--- src/rtl/mul_share_ctrl.sv ---
`default_nettype none
// ============================================================================
// mul_share_ctrl : round-robin arbiter/sequencer sharing one repeated-addition
//                  multiplier datapath among NUM_REQ requesters, with watchdog.
// Revision 1.0
// ============================================================================
module mul_share_ctrl #(
  parameter int NUM_REQ  = 4,
  parameter int WIDTH    = 16,
  parameter int MAX_ITER = 1024,
  parameter int ID_W     = $clog2(NUM_REQ)
) (
  input  logic                       clk,
  input  logic                       rst_n,
  input  logic [NUM_REQ-1:0]         req,
  input  logic [NUM_REQ*WIDTH-1:0]   opa,
  input  logic [NUM_REQ*WIDTH-1:0]   opb,
  output logic [NUM_REQ-1:0]         gnt,
  output logic [NUM_REQ-1:0]         done,
  output logic                       err,
  output logic [WIDTH-1:0]           result,
  output logic [ID_W-1:0]            result_id,
  output logic                       busy,
  output logic [WIDTH-1:0]           bus_out,
  output logic                       ldA,
  output logic                       ldB,
  output logic                       ldP,
  output logic                       clrP,
  output logic                       decB,
  input  logic                       eqz,
  input  logic [WIDTH-1:0]           prod_in
);

  localparam int c_IT_W = $clog2(MAX_ITER + 1);
  localparam int c_SW   = ID_W + 1;

  localparam logic [2:0] c_IDLE = 3'd0;
  localparam logic [2:0] c_LDA  = 3'd1;
  localparam logic [2:0] c_LDB  = 3'd2;
  localparam logic [2:0] c_ACC  = 3'd3;
  localparam logic [2:0] c_CAP  = 3'd4;
  localparam logic [2:0] c_DONE = 3'd5;

  logic [2:0]           r_state;
  logic [2:0]           w_next;
  logic [ID_W-1:0]      r_id;
  logic [ID_W-1:0]      r_rr;
  logic [ID_W-1:0]      w_win;
  logic [ID_W-1:0]      w_id_inc;
  logic [c_SW-1:0]      w_sum;
  logic [c_IT_W-1:0]    r_iter;
  logic                 r_abort;
  logic [WIDTH-1:0]     r_result;
  logic [ID_W-1:0]      r_result_id;
  logic                 w_any;
  logic                 w_limit;
  logic [2*NUM_REQ-1:0] w_req2;
  logic [NUM_REQ-1:0]   w_rot;
  logic [NUM_REQ-1:0]   w_id_oh;
  logic [WIDTH-1:0]     w_opa [NUM_REQ];
  logic [WIDTH-1:0]     w_opb [NUM_REQ];

  generate
    for (genvar gi = 0; gi < NUM_REQ; gi++) begin : g_slice
      assign w_opa[gi] = opa[gi*WIDTH +: WIDTH];
      assign w_opb[gi] = opb[gi*WIDTH +: WIDTH];
    end
  endgenerate

  assign w_any    = |req;
  assign w_req2   = {req, req};
  assign w_rot    = w_req2[r_rr +: NUM_REQ];
  assign w_id_inc = (r_id == ID_W'(NUM_REQ - 1)) ? '0 : r_id + 1'b1;
  assign w_limit  = (r_iter == c_IT_W'(MAX_ITER));
  assign w_id_oh  = NUM_REQ'(1) << r_id;

  // Requests rotated so bit 0 is the rr pointer; the lowest set bit wins.
  always_comb begin
    w_win = '0;
    w_sum = '0;
    for (int k = NUM_REQ - 1; k >= 0; k--) begin
      if (w_rot[k]) begin
        w_sum = {1'b0, r_rr} + c_SW'(k);
        if (w_sum >= c_SW'(NUM_REQ)) begin
          w_sum = w_sum - c_SW'(NUM_REQ);
        end
        w_win = w_sum[ID_W-1:0];
      end
    end
  end

  always_ff @(posedge clk) begin
    if (!rst_n) begin
      r_state <= c_IDLE;
    end else begin
      r_state <= w_next;
    end
  end

  always_comb begin
    w_next = r_state;
    case (r_state)
      c_IDLE: if (w_any) w_next = c_LDA;
      c_LDA:  w_next = c_LDB;
      c_LDB:  w_next = c_ACC;
      c_ACC: begin
        if (eqz) begin
          w_next = c_CAP;
        end else if (w_limit) begin
          w_next = c_DONE;
        end
      end
      c_CAP:  w_next = c_DONE;
      c_DONE: w_next = c_IDLE;
      default: w_next = c_IDLE;
    endcase
  end

  always_ff @(posedge clk) begin
    if (!rst_n) begin
      r_id        <= '0;
      r_rr        <= '0;
      r_iter      <= '0;
      r_abort     <= 1'b0;
      r_result    <= '0;
      r_result_id <= '0;
    end else begin
      case (r_state)
        c_IDLE: if (w_any) r_id <= w_win;
        c_LDB:  r_iter <= '0;
        c_ACC: begin
          if (!eqz) begin
            if (w_limit) begin
              r_abort     <= 1'b1;
              r_result    <= '0;
              r_result_id <= r_id;
            end else begin
              r_iter <= r_iter + 1'b1;
            end
          end
        end
        c_CAP: begin
          r_result    <= prod_in;
          r_result_id <= r_id;
        end
        c_DONE: begin
          r_rr    <= w_id_inc;
          r_abort <= 1'b0;
        end
        default: ;
      endcase
    end
  end

  assign result    = r_result;
  assign result_id = r_result_id;

  // The watchdog cycle itself issues no strobes, so exactly MAX_ITER accumulate.
  always_comb begin
    busy    = (r_state != c_IDLE);
    gnt     = busy ? w_id_oh : '0;
    done    = '0;
    err     = 1'b0;
    bus_out = '0;
    ldA     = 1'b0;
    ldB     = 1'b0;
    ldP     = 1'b0;
    clrP    = 1'b0;
    decB    = 1'b0;
    case (r_state)
      c_LDA: begin
        bus_out = w_opa[r_id];
        ldA     = 1'b1;
      end
      c_LDB: begin
        bus_out = w_opb[r_id];
        ldB     = 1'b1;
        clrP    = 1'b1;
      end
      c_ACC: begin
        ldP  = ~eqz & ~w_limit;
        decB = ~eqz & ~w_limit;
      end
      c_DONE: begin
        done = w_id_oh;
        err  = r_abort;
      end
      default: ;
    endcase
  end

endmodule
`default_nettype wire
--- config.mk ---
export PLATFORM = sky130hd
export DESIGN_NAME = mul_share_ctrl
export DESIGN_NICKNAME = d
export VERILOG_FILES = /design/src/rtl/mul_share_ctrl.sv
export SDC_FILE = /design/constraint.sdc
export NUM_CORES = 1
export LEC_CHECK = 0
export BUFFER_PORTS_ARGS = -buffer_cell sky130_fd_sc_hd__buf_2
export CAP_MARGIN = 20
export CORE_MARGIN = 4
export CORE_UTILIZATION = 41
export DETAILED_ROUTE_END_ITERATION = 6
export GPL_TIMING_DRIVEN = 0
export PLACE_DENSITY = 0.81
export SLEW_MARGIN = 15
export SYNTH_ARGS = -nofsm -noshare
export SYNTH_HDL_FRONTEND = slang
export SYNTH_SLANG_ARGS = --single-unit
--- constraint.sdc ---
create_clock -name clk -period 2.4 [get_ports clk]
set_clock_uncertainty 0.05 [all_clocks]
set_input_delay 0.12 -clock clk [delete_from_list [all_inputs] [get_ports clk]]
set_output_delay 0.12 -clock clk [all_outputs]
set_load 0.01 [all_outputs]
# ---- Word level (Yosys, flattened, before mapping)
# Index checks and enable logic that the tools add are counted.
dict set report word_totals {
  register_bits 37
  latchBits 0
  ram_bits 0
  romBits 0
  inputBits 151
  out_inout_bits 49
  word_cells 88
  n_memories 0
}
dict set report op_classes {
  addsub 9
  mul 0
  div_mod_pow 0
  order_cmp 5
  eq_ne 12
  n_shift 2
  mux 38
  bitwise 4
  n_reduce_logical 11
}
# cell count
set ops {}
lappend ops {{16-bit two-way mux} 6}
lappend ops {{16-bit binary-select mux with 2-bit select} 2}
lappend ops {{16-bit one-hot mux with 2 select lines} 2}
lappend ops {{11-bit two-way mux} 2}
lappend ops {{2-bit two-way mux} 11}
lappend ops {{11-bit one-hot mux with 2 select lines} 1}
lappend ops {{3-bit one-hot mux with 5 select lines} 1}
lappend ops {{3-bit greater-or-equal comparator, second input constant} 4}
lappend ops {{11-bit by 1-bit adder with 11-bit output, second input constant} 1}
lappend ops {{11-bit == test, second input constant} 1}
lappend ops {{3-bit two-way mux} 3}
lappend ops {{3-bit AND reduction} 3}
lappend ops {{4-bit two-way mux} 2}
lappend ops {{2-bit != test, second input constant} 4}
lappend ops {{8-bit by 3-bit variable part select with 4-bit output} 1}
lappend ops {{2-bit by 1-bit subtractor with 2-bit output, second input constant} 4}
lappend ops {{2-bit by 2-bit adder with 3-bit output, second input constant} 2}
lappend ops {{3-bit by 2-bit == test with 1-bit output, second input constant} 2}
lappend ops {{3-bit == test, second input constant} 2}
lappend ops {{1-bit two-way mux} 6}
lappend ops {{2-bit nonzero test} 3}
lappend ops {{2-bit one-hot mux with 2 select lines} 1}
lappend ops {{2-bit AND reduction} 2}
lappend ops {{4-bit OR reduction} 1}
lappend ops {{other kinds (13)} 14}

# ---- Longest topological paths before layout
# Gate-level depths: netlist (run 1).
dict set report depth {
  word_depth 7
  ltp_mapped 7
  depth_no_buf 6
}

# ---- Worst setup path after synthesis (run 1)
# Ideal clock, no wire load.
dict set report synth_timing {
  path_kind {reg2out}
  startpoint {register r_id[0]}
  endpoint {output port bus_out[10]}
  arrival_ns 1.777
  t_required_ns 2.230
  slack_ns 0.453
  stages_incl_launch_ff 5
  path_buffers 2
  cell_sequence {dfxtp_1 buf_2 buf_1 mux4_2 a22o_1}
}
dict set report synth_via {
  elab_chain_cells 5
  word_cells_on_any_way 8
  cone_classes {7 x mux; 1 x bitwise}
}
# item line_no
set synth_lines {}
lappend synth_lines {{from (decl)} 46} ;# logic [ID_W-1:0] r_id;
lappend synth_lines {{from (signal assigned)} 129} ;# c_IDLE: if (w_any) r_id <= w_win;
lappend synth_lines {{2-bit NOT with 3-bit output (implied by the code) *} {172, 176}}
lappend synth_lines {{16-bit binary-select mux with 2-bit select, on equally long branches} {176, 172}}
lappend synth_lines {{16-bit two-way mux, on equally long branches (2 in series)} {176, 172}}
lappend synth_lines {{16-bit one-hot mux with 2 select lines *} 170} ;# case (r_state)
lappend synth_lines {{to (decl)} 24} ;# output logic [WIDTH-1:0] bus_out,
# Every way passes the cells marked *; elsewhere a longest branch is shown, timed or not. The select of a mux whose other input is x is not followed.

# ---- Worst setup path in the final report (run 1)
dict set report layout_timing {
  startpoint {register r_id[0]}
  endpoint {output port bus_out[12]}
}
# The elaborated chain is that of the path after synthesis.

==> flow_summary.json, run 1 <==
{
  "multi_input_area_um2": 1850,
  "grt_first_pass_wirelength_um": 14400,
  "slack_of_the_worst_reg_to_reg_path_ns": 0.29,
  "critPathCaptureType": "output pin",
  "setup_viol": 0,
  "layout.cells.most_common_list": "buf_2 (201), dfxtp_1 (37), mux4_2 (32), a22o_1 (32), nand2_1 (16)",
  "chipHeight_um": 89.1,
  "ant_cells": 0,
  "slew_viol_final": 0,
  "post-place-ws_ns": 0.0569,
  "static-leakage-power_nw": 1.91,
  "design.die.area_um2": 7940,
  "synthCells": 253,
  "filler_cell_count": 518,
  "grt_antenna_before_repair": 0,
  "fmax_mhz": 447,
  "drc": 0,
  "totalWireLength_um": 9660,
  "num_io_pins": 200,
  "clock-sinks": 37,
  "clock_tree_from_tritoncts": "built",
  "synthDistinctLibCells": 49,
  "root_cell_of_the_clock_tree": "clkbuf_8",
  "final_common_cell": "buf_2",
  "synthesis.area_um2": 2700,
  "fp.dieW_um": 89.1,
  "tightest_slew_ns": 0.855,
  "clock_tree.buffer_depth": 2,
  "numCtsBuffers": 5,
  "final_hold_viol_count": 0,
  "cts.clk_slew.worst_paths_ns": 0.07,
  "ir_worst_vdd_v": 0.000444,
  "placeable_area_um2": 6390,
  "async_reset_ff_share_pct": 0,
  "overflow": 0,
  "cap_violations": 0,
  "worst_path_fanout_max": 10,
  "cells_after_dpl": 529,
  "h-tree-depth": 2,
  "critical_path.startpoint_type": "register",
  "finalHoldWorstSlack_ns": 0.0134,
  "synth_top_flop_cell": "dfxtp_1",
  "portBuffers": 199,
  "finalWorstPathRequiredPeriod_ns": 2.24,
  "area_growth_syn_to_layout_pct": 51.0,
  "synth_sequential_area_ratio_pct": 27.5,
  "data_required_time_of_the_critical_path_ns": 2.23,
  "gr_util_all_layers_pct": 23.5,
  "postSynthNetCount": 410,
  "drt.antenna.violating_nets": 0,
  "grt_pass1_vias": 3059,
  "max_slew_margin_pct": 42.5,
  "row_count": 29,
  "clk-insertion-delay-late_ns": 0.29,
  "layoutNonFillerInstCount": 550,
  "via_density": 5.50,
  "setup-tns-final_ns": 0,
  "postLayoutCellArea_um2": 4070,
  "route.vias.total": 3027,
  "wl_per_cell_um": 17.6,
  "ys_seq_elements": 37,
  "outcome": "finished, final reports clean",
  "final.period_utilization_pct": 93.3,
  "synth_edf_count": 0,
  "detail_route.first_pass.iterations": 4,
  "start_util_pct": 42.2,
  "place_area_um2": 3790,
  "unrepaired_setup_endpoints_after_global_routing": "false",
  "finalWorstSetupSlack_ns": 0.161,
  "ff_latch_area_um2": 741,
  "postCtsSetupBuffers": 0,
  "synthesis.yosys.warnings": 0,
  "gp_congestion": 0.846,
  "largest_net_degree_at_the_start_of_global_routing": 13,
  "post_synth.cell_area_avg_um2": 10.7,
  "dpl.hpwl_um": 7950,
  "critical_path_class": "register to output pin",
  "drt_iter0_markers": 137,
  "worstHoldPathType": "input port to register",
  "num-nets-final": 629,
  "p_per_area_nw_per_um2": 427,
  "cp_data_arrival_time_ns": 2.07,
  "drive_above_1_share_pct": 55.2
}
## cells in the mapped netlist (all sizes together) (3+ instances only)
| master | n | area share, % |
|---|---|---|
| ha | 6 | 2.8 |
| or3 | 4 | 0.93 |
| nor2b | 6 | 1.4 |
| nand4 | 5 | 1.2 |
| nand3 | 7 | 1.3 |
| a21boi | 4 | 1.1 |
| and2 | 7 | 1.6 |
| xor2 | 4 | 1.3 |
| or4 | 3 | 0.97 |
| mux4 | 32 | 27 |
| a22o | 32 | 10 |
| nand2 | 16 | 2.2 |
| mux2i | 3 | 1.1 |
| buf | 10 | 2.1 |
| o21ai | 5 | 0.93 |
| clkbuf | 9 | 1.3 |
| nor3 | 5 | 1.1 |
| a21oi | 11 | 2.2 |
| nor2 | 13 | 1.8 |
| dfxtp | 37 | 27 |
| inv | 8 | 1.1 |
| o31ai | 3 | 1.3 |
## per-layer routing
metal | track usage [%] | vias up | part of all wire, %
li1 | - | 1443 | -
met1 | 25.2 | 1416 | 35
met2 | 43.9 | 147 | 53
met3 | 6.45 | 21 | 10
met4 | 8.12 | 0 | 2.3
met5 | 0 | - | 0
## flip-flops by register name (all words and copies together), names as in the netlist
| name | cells |
|---|---|
| r_iter | 11 |
| result_id | 2 |
| r_id | 2 |
| result | 16 |
| r_rr | 2 |
| r_state | 3 |
| r_abort | 1 |
## cell families (layout without fill, tap and decap cells)
group / count (synthesis) / count (layout) / synth area share, %
adder cells (fa/ha/maj): 6 / 6 / 2.78
XOR/XNOR: 4 / 4 / 1.30
flip-flops: 37 / 37 / 27.5
multiplexers: 35 / 35 / 27.8
buffers and inverters: 27 / 247 / 4.50
AND/OR/NAND/NOR: 78 / 78 / 16.3
AO/OA/AOI/OAI: 66 / 66 / 19.9
## final timing paths
kind                            cells after the start                       from                   endpoint
worst max-delay path                                5       r_id[0]$_SDFFE_PN0P_                bus_out[12]
worst min-delay path                                2                prod_in[10]    result[10]$_SDFFE_PN0P_
worst max register to register                      5    r_state[1]$_SDFFE_PN0P_       r_id[0]$_SDFFE_PN0P_
worst min register to register                      2  result_id[0]$_SDFFE_PN0P_  result_id[0]$_SDFFE_PN0P_
## metrics by stage
step | util [%] | power (mW)
after CTS | 63.5 | 1.74
after detailed placement | 59.3 | 1.16
after floorplan | - | 0.937
after global routing | 63.8 | 1.83
final | 63.8 | 1.74
after global placement | 59.3 | 1.15
## area by class of cell
class	count	area share [%]
buffer	19	2.70
clock buffer	6	2.03
inverter	8	0.737
clock inverter	2	0.922
multi-input combinational	189	45.4
timing repair buffer	212	27.6
tap	77	2.37
sequential	37	18.2
## repair_timing
action / CTS / global route
hold buffers: 13 / 0
hold endpoints to repair: 13 / 0
gates cloned: 0 / 0
endpoints found under the setup margin: 17 / 14
gates resized for setup: 7 / 10
## worst max-delay path, stage by stage (launching register included)
cell      delay (ns)
dfxtp_1         0.36
clkbuf_4        0.24
buf_4           0.26
mux4_2          0.52
a22o_1          0.24
buf_2           0.14
## where the power goes
group | leakage (nW) | total [mW] | internal (mW) | switching [mW]
clock network | 0.0574 | 0.563 | 0.338 | 0.225
logic | 1.56 | 0.540 | 0.297 | 0.243
registers | 0.299 | 0.636 | 0.624 | 0.0123
Power figures use the tool's default switching activity.
==> run 2: changes to the inputs <==
ABC_AREA = 1   (was unset)
CORE_UTILIZATION = 43   (was 41)
==> run 2 against run 1 <==
Compared with the run above:
- first-iteration DRC count rose by 94%
- die area increased by 8.2%
- global-route usage grew 5.6 points
- worst hold slack better by 0.0020 ns
- total power is 130% higher
- highest routed layer unchanged
- clock power decreased by 23%
- worst setup slack worse by 0.054 ns
- count of clock-buffer cells in the layout down 1
- maximum frequency is 2.4% lower
- combinational power increased to 5.1 times the previous value
- final area increased by 5.3%
==> flow_summary.json, run 2 <==
{
  "ant_cells": 0,
  "synthesis.area_um2": 3090,
  "route.vias.total": 4546,
  "num-nets-final": 888,
  "fmax_mhz": 436,
  "critPathCaptureType": "output pin",
  "cts-hold-fix-buffers": 0,
  "synthCells": 525,
  "gr_util_all_layers_pct": 29.1,
  "synth_common_cells": "nand2_1 (105), nor2_1 (102), o21ai_0 (71), inv_1 (41), dfxtp_1 (37)",
  "totalWireLength_um": 13200,
  "chipHeight_um": 92.7,
  "static-leakage-power_nw": 2.10,
  "synth_top_area_share_pct": 24.0,
  "clock_tree.buffer_depth": 2,
  "ir_worst_vdd_v": 0.000607,
  "final_core_utilization_pct": 62.4,
  "cts.clk_slew.worst_paths_ns": 0.08,
  "portBuffers": 199,
  "synthesis.yosys.warnings": 0,
  "num_io_pins": 200,
  "cp_data_arrival_time_ns": 2.12,
  "setup-tns-final_ns": 0,
  "final.period_utilization_pct": 95.6,
  "layoutNonFillerInstCount": 828,
  "totalPowerFinal_mw": 3.98,
  "data_required_time_of_the_critical_path_ns": 2.23,
  "area_growth_syn_to_layout_pct": 39.0,
  "post_synth.cell_area_avg_um2": 5.88,
  "detail_route.first_pass.iterations": 7,
  "fp.dieW_um": 92.7,
  "async_reset_ff_share_pct": 0,
  "via_density": 5.49,
  "postCtsSetupBuffers": 0,
  "synthTopCellsByArea": "dfxtp_1 (24%), nand2_1 (13%), nor2_1 (12%)",
  "start_util_pct": 44.9,
  "p_per_area_nw_per_um2": 929,
  "cap_violations": 0,
  "drc": 0,
  "largest_net_degree_at_the_start_of_global_routing": 13,
  "synth_top_area_cell": "dfxtp_1",
  "layout.cells.most_common_list": "buf_2 (205), nand2_1 (105), nor2_1 (102), o21ai_0 (71), inv_1 (41)",
  "largest_reg_flops": 16,
  "place_area_um2": 4200,
  "gp_congestion": 0.973,
  "placeable_area_um2": 6870,
  "synth_top_flop_cell": "dfxtp_1",
  "clock-sinks": 37,
  "post-synth-top-count-cell": "nand2_1",
  "row_count": 30,
  "ys_seq_elements": 37,
  "design.die.area_um2": 8600,
  "cells_after_dpl": 820,
  "worst_path_fanout_max": 10,
  "post-place-ws_ns": 0.511,
  "critical_path.startpoint_type": "register",
  "final_hold_viol_count": 0,
  "root_cell_of_the_clock_tree": "clkbuf_8",
  "finalWorstSetupSlack_ns": 0.107,
  "unrepaired_setup_endpoints_after_global_routing": "false",
  "clock_tree_from_tritoncts": "built",
  "critical_path_class": "register to output pin",
  "slack_of_the_worst_reg_to_reg_path_ns": 0.64,
  "slew_viol_final": 0,
  "postLayoutCellArea_um2": 4290,
  "outcome": "finished, final reports clean",
  "cts-resized-gates": 0,
  "hold_end": "result[9]$_SDFFE_PN0P_",
  "worst_r2r_path_depth": 9,
  "finalWorstPathRequiredPeriod_ns": 2.29,
  "grt_antenna_before_repair": 0,
  "tightest_slew_ns": 0.684,
  "worstHoldPathType": "input port to register",
  "r2r-start": "r_iter[0]$_SDFFE_PN0P_",
  "numCtsBuffers": 5,
  "dpl.hpwl_um": 10300,
  "timing.rr.end": "result[5]$_SDFFE_PN0P_",
  "synthDistinctLibCells": 32,
  "postSynthNetCount": 682,
  "worst_hold_startpoint": "prod_in[9]",
  "drt.antenna.violating_nets": 0,
  "max_slew_margin_pct": 54.2,
  "overflow": 0,
  "clk-insertion-delay-late_ns": 0.30,
  "grt_first_pass_wirelength_um": 20400,
  "drt_iter0_markers": 266,
  "drive_above_1_share_pct": 31.0,
  "finalHoldWorstSlack_ns": 0.0154,
  "synth_sequential_area_ratio_pct": 24.0,
  "final_common_cell": "buf_2",
  "wl_per_cell_um": 16.0,
  "setup_viol": 0,
  "holdPathStages": 3,
  "synth_edf_count": 0,
  "h-tree-depth": 2,
  "grt_pass1_vias": 4325
}
[run 2: cell types whose count changed in the layout (fill, tap and decap cells not counted), moves of 6 or more]
cell	previous run	this run
inv_1	8	41
a22o_1	32	16
o22ai_1	1	32
o21ai_0	4	71
a21oi_1	10	32
nand2_1	16	105
clkbuf_1	4	22
and2_1	7	1
nor2_1	12	102
nor2b_1	6	0
dlygate4sd3_1	13	0
nand3_1	7	24
mux4_2	32	0
[run 2: worst max-delay path by stage]
stage                           startpoint                      end  slack (ns)  depth (start not counted)
finish                r_id[0]$_SDFFE_PN0P_               bus_out[6]        0.11                          6
global route          r_id[0]$_SDFFE_PN0P_               bus_out[2]        0.02                          7
CTS                   r_id[0]$_SDFFE_PN0P_              bus_out[12]        0.19                          6
detailed placement    r_id[0]$_SDFFE_PN0P_              bus_out[12]        0.51                          6
global placement      r_id[0]$_SDFFE_PN0P_               bus_out[7]        0.54                          6
floorplan           r_iter[0]$_SDFFE_PN0P_  result[10]$_SDFFE_PN0P_        0.82                          9
[run 2: kinds of logic (layout without fill, tap and decap cells)]
family	Yosys count	after routing	share of synthesized area, %
AND/OR/NAND/NOR	247	247	33.2
AO/OA/AOI/OAI	156	156	29.3
buffers and inverters	76	283	10.2
XOR/XNOR	3	3	0.852
flip-flops	37	37	24.0
adder cells (fa/ha/maj)	6	6	2.43
[run 2: power breakdown]
group | total [mW] | internal (mW) | switching [mW]
combinational | 2.77 | 0.989 | 1.78
clock | 0.434 | 0.200 | 0.234
sequential | 0.775 | 0.691 | 0.0845
[run 2: worst max-delay path, cell delays in order, from the launching register on]
cell,delay [ns]
dfxtp_1,0.43
buf_2,0.24
clkbuf_1,0.50
nor2_1,0.11
o22ai_1,0.22
a22o_1,0.19
buf_2,0.14
[run 2: layout make-up]
cell class | instances | area (um^2)
repair buffers | 199 | 996
clock buffers | 5 | 68.8
plain buffers | 33 | 154
multi-input cells | 412 | 2030
inverters | 43 | 161
flip-flops and latches | 37 | 741
clock inverters | 3 | 17.5
fillers | 711 | 2580
well taps | 96 | 120
[run 2: layer usage]
metal	wire, um	part of all wire, %	global-route usage, %
met5	0	0	0
met1	5110	39	35.3
met4	471	3.6	9.28
met2	6340	48	50.5
met3	1280	9.7	7.07
